==> src/rtl/mul_pipe_unit.sv <==
// Pipelined signed/unsigned multiply with optional accumulate/subtract.
// Whole-pipe stall on backpressure, single-cycle flush, {hi,lo} result.
module mul_pipe_unit #(
    parameter int W      = 32,
    parameter int STAGES = 3
) (
    input  logic            clk,
    input  logic            rstn,
    input  logic            flush,
    input  logic            in_valid,
    output logic            in_ready,
    input  logic            sign,
    input  logic            acc_en,
    input  logic            acc_sub,
    input  logic [W-1:0]    srca,
    input  logic [W-1:0]    srcb,
    input  logic [2*W-1:0]  acc_in,
    output logic            out_valid,
    input  logic            out_ready,
    output logic [W-1:0]    hi,
    output logic [W-1:0]    lo,
    output logic            busy
);

    localparam int DW = 2 * W;

    logic                         adv;
    logic                         take;
    logic [STAGES-1:0]            vld_q;
    logic [STAGES-1:0]            vld_d;
    logic [STAGES-1:0][DW-1:0]    dat_q;
    logic [STAGES-1:0][DW-1:0]    dat_d;
    logic [STAGES-1:0][DW-1:0]    stg_in;
    logic [DW-1:0]                a_x;
    logic [DW-1:0]                b_x;
    logic [DW-1:0]                prod;

    function automatic logic [DW-1:0] fin(
        input logic [DW-1:0] p,
        input logic [DW-1:0] a,
        input logic          en,
        input logic          sub
    );
        if (!en) begin
            return p;
        end else if (sub) begin
            return a - p;
        end else begin
            return a + p;
        end
    endfunction

    assign out_valid = vld_q[STAGES-1];
    assign adv       = !out_valid || out_ready;
    assign in_ready  = adv && rstn && !flush;
    assign take      = in_valid && in_ready;
    assign busy      = |vld_q;
    assign hi        = dat_q[STAGES-1][DW-1:W];
    assign lo        = dat_q[STAGES-1][W-1:0];

    // Low 2W bits of the (W+1)x(W+1) product only depend on the
    // operands extended to 2W, so a plain 2W-bit multiply is exact.
    always_comb begin
        a_x  = sign ? {{W{srca[W-1]}}, srca} : {{W{1'b0}}, srca};
        b_x  = sign ? {{W{srcb[W-1]}}, srcb} : {{W{1'b0}}, srcb};
        prod = a_x * b_x;
    end

    generate
        if (STAGES == 1) begin : g_one
            assign stg_in[0] = fin(prod, acc_in, acc_en, acc_sub);
        end else begin : g_multi
            logic [DW-1:0] acc_q;
            logic [DW-1:0] acc_d;
            logic          en_q;
            logic          en_d;
            logic          sub_q;
            logic          sub_d;

            always_comb begin
                acc_d = acc_q;
                en_d  = en_q;
                sub_d = sub_q;
                if (adv && take) begin
                    acc_d = acc_in;
                    en_d  = acc_en;
                    sub_d = acc_sub;
                end
            end

            always_ff @(posedge clk) begin
                if (!rstn) begin
                    acc_q <= '0;
                    en_q  <= 1'b0;
                    sub_q <= 1'b0;
                end else begin
                    acc_q <= acc_d;
                    en_q  <= en_d;
                    sub_q <= sub_d;
                end
            end

            // Product registered first, accumulate folded in on the next hop.
            assign stg_in[0] = prod;
            assign stg_in[1] = fin(dat_q[0], acc_q, en_q, sub_q);

            for (genvar i = 2; i < STAGES; i++) begin : g_fwd
                assign stg_in[i] = dat_q[i-1];
            end
        end
    endgenerate

    always_comb begin
        vld_d = vld_q;
        dat_d = dat_q;
        if (adv) begin
            vld_d[0] = take;
            if (take) begin
                dat_d[0] = stg_in[0];
            end
            for (int i = 1; i < STAGES; i++) begin
                vld_d[i] = vld_q[i-1];
                if (vld_q[i-1]) begin
                    dat_d[i] = stg_in[i];
                end
            end
        end
        if (flush) begin
            vld_d = '0;
        end
    end

    always_ff @(posedge clk) begin
        if (!rstn) begin
            vld_q <= '0;
            dat_q <= '0;
        end else begin
            vld_q <= vld_d;
            dat_q <= dat_d;
        end
    end

endmodule

==> config.mk <==
export PLATFORM = sky130hd
export DESIGN_NAME = mul_pipe_unit
export DESIGN_NICKNAME = d
export VERILOG_FILES = /design/src/rtl/mul_pipe_unit.sv
export SDC_FILE = /design/constraint.sdc
export NUM_CORES = 2
export LEC_CHECK = 0
export CAP_MARGIN = 15
export CORE_MARGIN = 2
export CORE_UTILIZATION = 50
export DETAILED_ROUTE_END_ITERATION = 10
export HOLD_SLACK_MARGIN = 0.15
export PLACE_DENSITY = 0.69
export REMOVE_ABC_BUFFERS = 1
export SLEW_MARGIN = 40
export SYNTH_ARGS = -nofsm -noshare
export SYNTH_HDL_FRONTEND = slang
export SYNTH_SLANG_ARGS = --single-unit
==> constraint.sdc <==
create_clock -name clk -period 13.95 [get_ports clk]
set_input_delay 4.185 -clock clk [delete_from_list [all_inputs] [get_ports clk]]
set_output_delay 4.185 -clock clk [all_outputs]
set_load 0.01 [all_outputs]
==> flow_summary.json <==
{
  "crit_path_max_incr_delay_ns": 0.78,
  "synthMuxAreaShare_pct": 0.462,
  "skew_ns": 0.0143,
  "yosys-top-cells-count": "1562 x inv_1, 1416 x fa_1, 948 x nand2_1, 584 x and2_1, 395 x a21oi_1",
  "synth-edff-count": 0,
  "port-buffer-count": 202,
  "core_area_mm2": 0.125,
  "ys_seq_area_share_pct": 8.29,
  "critPathTopFamily": "adder cells",
  "grt_pass1_wl_mm": 286,
  "cts.htree.levels": 1,
  "hold_viol": 0,
  "syn-cell-area_mm2": 0.0630,
  "final_nets": 9042,
  "synth_compound_area_share_pct": 8.22,
  "die_y_um": 359,
  "worst_setup_path_end_kind": "register",
  "clk_latency_ns": 0.56,
  "cts_tree": "built",
  "synth_xor_area_share_pct": 3.14,
  "r2r_slack_ns": 8.20,
  "ys_warn_count": 0,
  "io_pins": 203,
  "via_count": 47100,
  "hold_class": "register to register",
  "required_ns": 14.36,
  "path_clk_slew_ns": 0.07,
  "crit_cells": 27,
  "cts_buffers": 25,
  "rows": 130,
  "slew_headroom_pct": 43.2,
  "critical_path.endpoint": "dat_q[63]",
  "drt_iter0_markers": 3595,
  "wl_per_cell_um": 20.2,
  "critical_path_buf_inv_count": 6,
  "post-route-util_pct": 54.1,
  "synth_area_per_cell_um2": 8.84,
  "criticalPathCategory": "input port to register",
  "drc": 0,
  "yosysMostFrequentCell": "inv_1",
  "drt-total-wl_mm": 178,
  "via_per_inst": 5.36,
  "cap_violations": 0,
  "drv_slew": 0,
  "ys_ff_latch": 261,
  "drive_gt1_share_pct": 3.79,
  "synth_ff_type": "dfxtp_1",
  "cp.arrival_ns": 13.73,
  "cpMostUsedCell": "fa_1",
  "clockBufferDepth": 3,
  "grt.overflow.total": 0,
  "ant_nets": 0,
  "cts_root_buf": "clkbuf_16",
  "yosys.area.top_type": "fa_1",
  "initial_core_util_pct": 50.3,
  "postSynthCellCount": 7130,
  "r2r_cells": 17,
  "gp_congestion": 0.971,
  "synthToLayoutAreaGrowth_pct": 7.57,
  "hold_depth": 2,
  "yosys.area_share.simple_pct": 15.1,
  "reg2reg_from": "dat_q[2]",
  "cts_resized": 0,
  "max_freq_mhz": 75.1,
  "dr.pass1.iters": 5,
  "grt_antenna_before_repair": 5,
  "grt.total_usage_pct": 28.2,
  "status": "complete, no violations",
  "post-route-period-util_pct": 95.5,
  "ys_async_sr_fraction_pct": 0,
  "multi_input_area_mm2": 0.0501,
  "die_x_um": 359,
  "postCtsHoldBufs": 0,
  "cts.sinks": 261,
  "post_cts_buffers": 0,
  "dp_hpwl_mm": 153,
  "yosysTopAreaCellShare_pct": 45.0,
  "tightest_slew_ns": 0.844,
  "yosysUniqueCellTypes": 85,
  "critical_path.max_fanout": 21,
  "regArea_mm2": 0.00523,
  "rsz0062_at_grt": "false",
  "cp_slowest_cell": "fa_1",
  "grt_max_degree": 103,
  "fin_tns_setup_ns": 0,
  "nFillCells": 11400,
  "startpoint_type": "input port",
  "timing.rr.end": "dat_q[115]",
  "dieArea_mm2": 0.129,
  "setup_violations": 0,
  "synth_top_family_by_area": "adder cells",
  "grt_pass1_vias": 51100,
  "ys_top_cells_by_area": "fa_1 45%, inv_1 9.3%, dfxtp_1 8.3%",
  "antenna_cells": 0,
  "crit_start": "srca[31]",
  "period_minus_slack_ns": 13.32,
  "synthAdderAreaFrac_pct": 52.5
}
-- area by class of cell --
class	instances	area share, %
clock buffers	32	1.04
clock inverters	14	0.183
inverters	1563	8.66
multi-input cells	4874	73.8
flip-flops and latches	261	7.71
well taps	1650	3.04
repair buffers	386	5.52
-- worst min path at each step --
stage	start	endpoint
6_report	dat_q[118]	hi[22]
5_1_grt	dat_q[107]	hi[11]
4_1_cts	dat_q[118]	hi[22]
3_5_place_dp	dat_q[118]	hi[22]
3_3_place_gp	dat_q[103]	hi[7]
2_1_floorplan	dat_q[96]	hi[0]
-- layer usage --
metal	GRT usage [%]	vias up	wire, um
li1	-	21300	-
met1	39.3	24000	78400
met2	46.6	1517	82300
met3	3.61	255	11900
met4	7.52	2	5150
met5	0	-	13
-- cells in the final DEF, fill, tap and decap left out, types with 29 or more instances in the layout --
master	count
o21bai_1	29
and2_1	582
nand2_1	946
xor2_1	49
buf_4	154
a21oi_1	395
ha_1	379
a21o_1	100
clkdlybuf4s50_1	199
a211oi_1	49
and3_1	39
o21ai_0	127
nand3_1	43
xnor2_1	175
fa_1	1416
a31oi_1	39
dfxtp_1	259
nor2_1	171
nand4_1	30
inv_1	1561
nor3_1	48
-- state kept, by name, indices dropped and copies added, names as in the netlist --
register and count:
dat_q 128, g_multi.acc_q 64, hi 32, lo 32, vld_q 3, g_multi.en_q 1
g_multi.sub_q 1
-- cell families after synthesis --
logic type	Yosys count
adder cells (fa/ha/maj)	1797
multiplexers	29
XOR/XNOR	225
AND/OR/NAND/NOR	1968
AO/OA/AOI/OAI	855
buffers and inverters	1995
flip-flops	261
-- worst reg2reg max path, cell delays in order (launching register included) --
cell and delay [ns]:
dfxtp_1 0.38, nor4_1 0.70, nand2_1 0.26, nor3_2 0.47, and3_1 0.32, nor2b_1 0.51
nor2_1 0.11, xnor2_1 0.31, ha_1 0.41, a21oi_1 0.23, o21bai_1 0.11, a21oi_1 0.45
o21ai_0 0.14, a21oi_1 0.21, o21ai_0 0.24, or3_1 0.37, a31oi_1 0.28, a21oi_1 0.11
-- metrics by stage --
step | cells | hold WS, ns | cell area [um2] | setup slack, ns
final | 8780 | 0.449 | 67800 | 0.631
after detailed placement | 8734 | 0.440 | 67000 | 0.106
after CTS | 8780 | 0.451 | 67800 | 0.698
after global placement | 8734 | 0.437 | 67000 | 0.0844
after floorplan | 6698 | 0.429 | 61100 | 0.862
after global routing | 8780 | 0.474 | 67800 | 0.295
Power is left out: the tool's default activity adds up to more than one toggle a clock period on the data nets, which glitch-free logic cannot reach.
